<file path="src/rtl/inst_prefetch_queue.sv">
// inst_prefetch_queue
// Instruction-fetch front end. It issues sequential reads to a synchronous
// instruction SRAM with a 1-cycle read latency and buffers the returned
// {pc, inst} pairs in a DEPTH-entry FIFO. Decode drains the FIFO through a
// valid/ready handshake.
//
// A single redirect port flushes everything that is queued or in flight. A
// misaligned redirect target turns into one address-error entry, and fetch
// then stops until the next redirect.
//
// Optional build macro PREFETCH_BYPASS_EN: when the queue is empty, a
// returning SRAM response is presented to decode in the same cycle it
// arrives. Without the macro, decode only ever sees queue storage.

module inst_prefetch_queue #(
    parameter int          DEPTH    = 4,
    parameter logic [31:0] RESET_PC = 32'hbfc0_0000
) (
    input  logic                       clk,
    input  logic                       resetn,
    output logic                       inst_sram_en,
    output logic [31:0]                inst_sram_addr,
    input  logic [31:0]                inst_sram_rdata,
    input  logic                       redirect_valid,
    input  logic [31:0]                redirect_pc,
    input  logic                       de_ready,
    output logic                       de_valid,
    output logic [31:0]                de_pc,
    output logic [31:0]                de_inst,
    output logic                       de_adel,
    output logic [$clog2(DEPTH):0]     q_count
);

    localparam int PW = $clog2(DEPTH);
    localparam int CW = PW + 1;
    localparam logic [CW-1:0] DEPTH_C = CW'(DEPTH);

    // Fetch state
    logic [31:0]    fetch_pc_r;
    logic [31:0]    req_pc_r;
    logic           inflight_r;
    logic           halt_r;

    // Queue state
    logic [PW-1:0]  rd_ptr_r;
    logic [PW-1:0]  wr_ptr_r;
    logic [CW-1:0]  count_r;
    logic [31:0]    pc_mem_r   [DEPTH];
    logic [31:0]    inst_mem_r [DEPTH];
    logic [DEPTH-1:0] adel_mem_r;

    // Control decoded each cycle
    logic [CW-1:0]  occ_s;
    logic           issue_s;
    logic           resp_s;
    logic           nonempty_s;
    logic           bypass_s;
    logic           pop_s;
    logic           push_s;
    logic           misaligned_s;

    // Issue, response, push and pop decisions; redirect overrides all of them
    always_comb begin
        occ_s        = count_r + {{PW{1'b0}}, inflight_r};
        misaligned_s = (redirect_pc[1:0] != 2'b00);
        issue_s      = resetn & ~redirect_valid & ~halt_r & (occ_s < DEPTH_C);
        resp_s       = inflight_r & ~redirect_valid;
        nonempty_s   = (count_r != {CW{1'b0}});
`ifdef PREFETCH_BYPASS_EN
        bypass_s     = resp_s & ~nonempty_s;
`else
        bypass_s     = 1'b0;
`endif
        pop_s        = nonempty_s & de_ready;
        // A bypassed response that decode takes immediately is never stored
        push_s       = resp_s & ~(bypass_s & de_ready);
    end

    // Decode-side view: the queue head, or the live response when bypassing
    always_comb begin
        de_valid = nonempty_s | bypass_s;
        de_pc    = 32'h0000_0000;
        de_inst  = 32'h0000_0000;
        de_adel  = 1'b0;
        if (nonempty_s) begin
            de_pc   = pc_mem_r[rd_ptr_r];
            de_inst = inst_mem_r[rd_ptr_r];
            de_adel = adel_mem_r[rd_ptr_r];
        end else if (bypass_s) begin
            de_pc   = req_pc_r;
            de_inst = inst_sram_rdata;
            de_adel = 1'b0;
        end else begin
            de_pc   = 32'h0000_0000;
            de_inst = 32'h0000_0000;
            de_adel = 1'b0;
        end
    end

    assign inst_sram_en   = issue_s;
    assign inst_sram_addr = fetch_pc_r;
    assign q_count        = count_r;

    // Fetch PC, outstanding request tracking and fault halt
    always_ff @(posedge clk or negedge resetn) begin
        if (!resetn) begin
            fetch_pc_r <= RESET_PC;
            req_pc_r   <= 32'h0000_0000;
            inflight_r <= 1'b0;
            halt_r     <= 1'b0;
        end else if (redirect_valid) begin
            inflight_r <= 1'b0;
            halt_r     <= misaligned_s;
            // A misaligned target never reaches the SRAM; fetch_pc is left alone
            if (!misaligned_s) begin
                fetch_pc_r <= redirect_pc;
            end else begin
                fetch_pc_r <= fetch_pc_r;
            end
        end else if (issue_s) begin
            fetch_pc_r <= fetch_pc_r + 32'd4;
            req_pc_r   <= fetch_pc_r;
            inflight_r <= 1'b1;
        end else begin
            inflight_r <= 1'b0;
        end
    end

    // Queue pointers and occupancy
    always_ff @(posedge clk or negedge resetn) begin
        if (!resetn) begin
            rd_ptr_r <= {PW{1'b0}};
            wr_ptr_r <= {PW{1'b0}};
            count_r  <= {CW{1'b0}};
        end else if (redirect_valid) begin
            rd_ptr_r <= {PW{1'b0}};
            // A fault entry occupies slot 0
            if (misaligned_s) begin
                wr_ptr_r <= PW'(1);
                count_r  <= CW'(1);
            end else begin
                wr_ptr_r <= {PW{1'b0}};
                count_r  <= {CW{1'b0}};
            end
        end else begin
            if (pop_s) begin
                rd_ptr_r <= rd_ptr_r + PW'(1);
            end else begin
                rd_ptr_r <= rd_ptr_r;
            end
            if (push_s) begin
                wr_ptr_r <= wr_ptr_r + PW'(1);
            end else begin
                wr_ptr_r <= wr_ptr_r;
            end
            case ({push_s, pop_s})
                2'b10:   count_r <= count_r + CW'(1);
                2'b01:   count_r <= count_r - CW'(1);
                default: count_r <= count_r;
            endcase
        end
    end

    // Entry storage: a fault entry on a misaligned redirect, else responses
    always_ff @(posedge clk or negedge resetn) begin
        if (!resetn) begin
            for (int i = 0; i < DEPTH; i++) begin
                pc_mem_r[i]   <= 32'h0000_0000;
                inst_mem_r[i] <= 32'h0000_0000;
            end
            adel_mem_r <= {DEPTH{1'b0}};
        end else if (redirect_valid) begin
            if (misaligned_s) begin
                pc_mem_r[0]   <= redirect_pc;
                inst_mem_r[0] <= 32'h0000_0000;
                adel_mem_r[0] <= 1'b1;
            end else begin
                adel_mem_r <= adel_mem_r;
            end
        end else if (push_s) begin
            pc_mem_r[wr_ptr_r]   <= req_pc_r;
            inst_mem_r[wr_ptr_r] <= inst_sram_rdata;
            adel_mem_r[wr_ptr_r] <= 1'b0;
        end else begin
            adel_mem_r <= adel_mem_r;
        end
    end

endmodule
</file>
<file path="config.mk">
export PLATFORM = sky130hd
export DESIGN_NAME = inst_prefetch_queue
export DESIGN_NICKNAME = d
export VERILOG_FILES = /design/src/rtl/inst_prefetch_queue.sv
export SDC_FILE = /design/constraint.sdc
export NUM_CORES = 1
export LEC_CHECK = 0
export ABC_AREA = 1
export BUFFER_PORTS_ARGS = -buffer_cell sky130_fd_sc_hd__buf_2
export CORE_MARGIN = 5
export CORE_UTILIZATION = 45
export CTS_CLUSTER_DIAMETER = 30
export CTS_CLUSTER_SIZE = 8
export DETAILED_ROUTE_END_ITERATION = 12
export HOLD_SLACK_MARGIN = 0.1
export PLACE_DENSITY_LB_ADDON = 0.05
export SYNTH_ARGS = -nofsm -noshare
export SYNTH_HDL_FRONTEND = slang
export SYNTH_SLANG_ARGS = --single-unit
export TNS_END_PERCENT = 100
</file>
<file path="constraint.sdc">
create_clock -name clk -period 4.3 [get_ports clk]
set_input_delay 0.86 -clock clk [delete_from_list [all_inputs] [get_ports clk]]
set_output_delay 0.86 -clock clk [all_outputs]
set_load 0.005 [all_outputs]
</file>
==> results of run 1 <==
## worst max-delay path, cell delays in order (launching register included)
cell and delay (ns):
dfrtp_2 0.64, inv_2 0.42, buf_12 0.32, nor2_1 0.13, o21ai_0 0.09, a21oi_1 0.28, buf_2 0.17
## state kept, by name, indices dropped and copies added (netlist names)
name	count
rd_ptr_r	2
req_pc_r	32
halt_r	1
wr_ptr_r	2
pc_mem_r	128
inflight_r	1
inst_sram_addr	32
inst_mem_r	128
adel_mem_r	4
q_count	3
## synthesized netlist by cell type, types with 2 or more instances
cell type / n / area share, %
dfrtp_1: 324 / 52
a21oi_1: 148 / 4.7
inv_4: 2 / 0.080
o211ai_1: 4 / 0.19
clkbuf_1: 74 / 1.8
nor3_1: 3 / 0.095
dfstp_2: 9 / 1.5
nor2_4: 5 / 0.36
nand2_1: 402 / 9.6
o21ai_0: 390 / 12
nand3_1: 32 / 1.0
inv_1: 194 / 4.6
inv_2: 2 / 0.048
buf_6: 11 / 0.79
buf_1: 9 / 0.21
buf_4: 6 / 0.29
nor2_1: 202 / 4.8
o21ai_1: 55 / 1.7
and2_1: 2 / 0.080
xor2_1: 3 / 0.17
o22ai_1: 39 / 1.6
nor2_2: 5 / 0.20
nand2_2: 5 / 0.20
buf_2: 28 / 0.89
a31oi_1: 2 / 0.080
ha_1: 5 / 0.40
## power by group
part / switching [mW] / leakage (nW) / total [mW] / internal (mW)
sequential: 0.465 / 4.40 / 4.32 / 3.85
combinational: 1.98 / 3.61 / 3.00 / 1.02
clock: 1.81 / 1.43 / 6.44 / 4.63
## metrics by stage
| stage | cells | setup slack, ns | hold WS (ns) | util, % |
|---|---|---|---|---|
| 2_1_floorplan | 1969 | 1.826 | 0.4309 | - |
| 3_3_place_gp | 2485 | 1.054 | 0.4453 | 48.62 |
| 6_report | 2632 | 0.7803 | 0.1877 | 57.08 |
| 4_1_cts | 2632 | 0.7154 | 0.1699 | 57.08 |
| 3_5_place_dp | 2485 | 0.9491 | 0.4472 | 48.62 |
| 5_1_grt | 2632 | 0.6165 | 0.1850 | 57.08 |
## routing by layer
layer / track usage (%) / up-vias / routed length, µm
li1: - / 6710 / -
met3: 4.444 / 58 / 2454
met4: 6.138 / 0 / 652
met5: 0 / - / 0
met2: 36.80 / 368 / 21010
met1: 35.88 / 6653 / 22360
## path summary, 6_finish.rpt
check / start / to / slack [ns] / depth (start not counted)
hold reg to reg: adel_mem_r[1] / adel_mem_r[1] / 0.46 / 2
setup reg to reg: q_count[2] / inst_sram_addr[29] / 2.08 / 8
setup / recovery: rd_ptr_r[1] / de_inst[17] / 0.78 / 6
min in group clk: adel_mem_r[1] / adel_mem_r[1] / 0.46 / 2
max in group asynchronous: resetn / rd_ptr_r[0] / 2.80 / 2
hold / removal: resetn / inst_mem_r[26] / 0.19 / 1
## cell families (layout without fill, tap and decap cells)
kind of cell,Yosys count,count (layout)
AND/OR/NAND/NOR,660,660
XOR/XNOR,4,4
adder cells (fa/ha/maj),6,6
buffers and inverters,326,534
AO/OA/AOI/OAI,640,640
flip-flops,333,333
## final cells by class
cell class	instances	area (µm²)
clock buffers	116	2449
flip-flops and latches	333	8347
inverters	198	750.7
well taps	455	569.3
multi-input cells	1310	6048
clock inverters	31	471.7
repair buffers	189	1081
fillers	3280	14830
==> flow_summary.yaml, run 1 <==
die:
  core_mm2: 0.03454
  die_w_um: 197.0
  initial_core_util_pct: 45.54
  die-area_mm2: 0.03880
  pin_count: 170
  die_h_um: 197.0
  rows: 68
logic_synthesis:
  postSynth.asyncResetShare_pct: 100.0
  synth_top_family_by_area: "compound AO/OA/AOI/OAI gates"
  synth_compound_area_share_pct: 20.80
  synth_fa_ha_area_share_pct: 0.5249
  syn_inst: 1969
  syn_area_mm2: 0.01573
  synth_seq_cells: 333
  ys.flop_type: "dfrtp_1"
  synthMuxAreaShare_pct: 0
  synth_cell_type_count: 34
  synth_xor_area_share_pct: 0.2227
  yosys_warnings: 0
  yosysSeqAreaShare_pct: 53.04
  synth-edff-count: 0
  synth_area_per_cell_um2: 7.990
  synth_fp_nets: 2043
  synthSimpleGateAreaFrac_pct: 16.71
layout:
  finish.instance_area_mm2: 0.01972
  finalNetCount: 2190
  diodes: 0
  final_common_cell: "nand2_1"
  areaGrowthSynthToFinish_pct: 25.33
  drive_above_1_share_pct: 16.54
  final_cell_mix: "nand2_1 (399), o21ai_0 (390), dfrtp_1 (322)"
placement:
  gp_congestion: 0.8537
  place_hpwl_um: 28100
  placed_cell_area_mm2: 0.01680
  io_buffers: 169
sta:
  fin_worst_skew_ns: 0.01255
  layout_min_cycle_time_ns: 3.520
  final-max-slew-violation-count: 0
  fin_crit_sh_pct: 81.85
  hold_viol: 0
  rsz0062_at_grt: "no"
  worst_pin_slew_ns: 0.9946
  finalSetupViolations: 0
  fmax_ghz: 0.2841
  maxSlewHeadroom_pct: 33.69
  setup_tns_ns: 0
power_and_ir_drop:
  leakagePower_nw: 9.436
  ir_worst_vdd_mv: 0.4617
  total_power_mw: 13.75
  power_density_mw_per_mm2: 697.6
grt:
  grt_util_all_layers_pct: 24.14
  antenna_found_initial: 0
  grt_pass1_vias: 13750
  grt_overflow_total: 0
  grt_pass1_wl_um: 75660
  grt_max_degree: 125
routing:
  vias_per_cell: 5.239
  drt_first_pass_iters: 5
  drc_errors: 0
  drtIter0Drc: 1022
  vias: 13790
  drtAntennaViolNets: 0
  post_drt_wl_per_cell_um: 17.66
  finalWirelength_um: 46480
setup_path:
  crit_type: "register to output pin"
  critical_path.max_fanout: 37
  critPathCaptureType: "output pin"
  crit_arrival_ns: 2.66
  required_ns: 3.44
  critPathLaunchType: "register"
clock_tree:
  path_clk_slew_ns: 0.04
  post_cts_resized: 0
  cts_setup_buffers: 0
  cts_tree: "yes"
  cts.sinks: 333
  clockRootBuffer: "clkbuf_16"
  clock_latency_ns: 0.57
  clock_path_buffers: 3
  ctsHoldBuffers: 0
  numCtsBuffers: 84
  cts_max_level: 3
hold_path:
  hold_class: "input port to async pin"
outcome:
  status: "completed"
flow_run:
  max-cap-violations: 0
Power figures use the tool's default switching activity.
==> run 2: changes to the inputs <==
- clock period: 4.3 -> 3.2 ns (I/O delays scaled with it)
==> flow_summary.yaml, run 2 (synthesis results as in run 1) <==
setup_path:
  critical_path.max_fanout: 26
  regToRegSetupSlack_ns: 1.06
  crit_family: "flip-flops"
  crit_buf_inv: 3
  critPathLaunchType: "register"
  crit_chain: "inv_2 > buf_4 > nor2_1 > o21ai_0 > a21oi_1 > buf_2"
  slowest_stage: "dfrtp_4"
  r2r_end: "q_count[2]"
  ff2ff_path_depth: 9
  crit_type: "register to output pin"
  crit_arrival_ns: 2.34
  critPathCaptureType: "output pin"
  critPathMaxStageDelay_ns: 0.62
  required_ns: 2.56
  rr_startpoint: "q_count[1]"
routing:
  drtIter0Drc: 891
  vias_per_cell: 5.266
  vias: 13920
  drt_first_pass_iters: 5
  drtAntennaViolNets: 0
  post_drt_wl_per_cell_um: 17.80
  drc_errors: 0
  finalWirelength_um: 47050
sta:
  fin_crit_sh_pct: 93.21
  layout_min_cycle_time_ns: 2.983
  rsz0062_at_grt: "no"
  hold_viol: 0
  finalSetupViolations: 0
  finalWorstSetupSlack_ns: 0.2174
  fin_worst_skew_ns: 0.01094
  worst_pin_slew_ns: 0.9348
  maxSlewHeadroom_pct: 37.68
  fmax_ghz: 0.3353
  setup_tns_ns: 0
  holdWs_ns: 0.2379
  final-max-slew-violation-count: 0
placement:
  dp.cells: 2498
  io_buffers: 169
  post-place-ws_ns: 0.6847
  gp_congestion: 0.8383
  place_hpwl_um: 29380
  placed_cell_area_mm2: 0.01698
layout:
  finish.instance_area_mm2: 0.01987
  seq_area_mm2: 0.008349
  areaGrowthSynthToFinish_pct: 26.33
  finalNetCount: 2200
  final_common_cell: "nand2_1"
  finish.utilization_pct: 57.53
  drive_above_1_share_pct: 17.06
  multi_input_area_mm2: 0.006048
  final_cell_mix: "nand2_1 (399), o21ai_0 (390), dfrtp_1 (322)"
  reg_top3: "inst_mem_r: 128 flops, pc_mem_r: 128 flops"
  nFillCells: 3218
  final_cells: 2643
power_and_ir_drop:
  power_density_mw_per_mm2: 929.5
  leakagePower_nw: 9.508
  total_power_mw: 18.47
  ir_worst_vdd_mv: 0.7116
flow_run:
  max-cap-violations: 0
grt:
  met1_usage_pct: 36.07
  met2_usage_pct: 36.82
  grt_max_degree: 150
  grt_pass1_vias: 13850
  antenna_found_initial: 1
  grt_pass1_wl_um: 76710
  grt_overflow_total: 0
  grt_util_all_layers_pct: 24.47
  grtUsageMet3_pct: 4.650
  grt_busiest_layer: "met2"
die:
  die-area_mm2: 0.03880
  pin_count: 170
  initial_core_util_pct: 45.54
  die_h_um: 197.0
  die_w_um: 197.0
  core_mm2: 0.03454
  rows: 68
clock_tree:
  path_clk_slew_ns: 0.05
  cts_tree: "yes"
  clock_path_buffers: 3
  cts_setup_buffers: 0
  clock_latency_ns: 0.57
  clockRootBuffer: "clkbuf_16"
  cts_max_level: 3
  numCtsBuffers: 81
  cts.sinks: 333
outcome:
  status: "completed"
hold_path:
  hold_class: "input port to async pin"
run 2: changes by cell type in the layout (fill, tap and decap cells not counted), sizes merged:
cell,before,now
buf,189,202
clkbuf,116,106
clkinv,14,19
bufinv,12,14
clkinvlp,5,4
diode,0,1
inv,198,199
run 2: area by class of cell:
cell class / count / area share (%)
Antenna cell: 1 / 0.01259
Clock buffer: 106 / 11.44
Clock inverter: 38 / 3.054
Inverter: 198 / 3.790
Multi-Input combinational cell: 1310 / 30.44
Sequential cell: 333 / 42.01
Tap cell: 455 / 2.865
Timing Repair Buffer: 202 / 6.390
run 2: routing by layer:
metal / up-vias / share of wire, %
li1: 6750 / -
met1: 6698 / 48
met2: 399 / 44
met3: 71 / 5.8
met4: 0 / 2.3
met5: - / 0
run 2: how the worst max path moves through the flow:
stage                        start      endpoint  slack, ns  cells after the start
finish                 rd_ptr_r[1]     de_pc[18]       0.22                      6
CTS                     q_count[1]     de_pc[12]       0.07                      6
global placement        q_count[1]     de_pc[12]       0.69                      6
global route           rd_ptr_r[1]     de_pc[16]       0.08                      6
floorplan           redirect_valid  inst_sram_en       1.17                      7
detailed placement      q_count[1]     de_pc[12]       0.68                      6
run 2: timing repair:
| action | 4_1_cts | 5_1_grt |
|---|---|---|
| setup endpoints to repair | 0 | 15 |
| hold buffers | 0 | 0 |
| gates resized for setup | 0 | 4 |
run 2: where the power goes:
group	switching (mW)	internal (mW)	total (mW)
sequential	0.635	5.18	5.81
combinational	2.66	1.44	4.10
clock	2.48	6.08	8.56
total	5.77	12.7	18.5
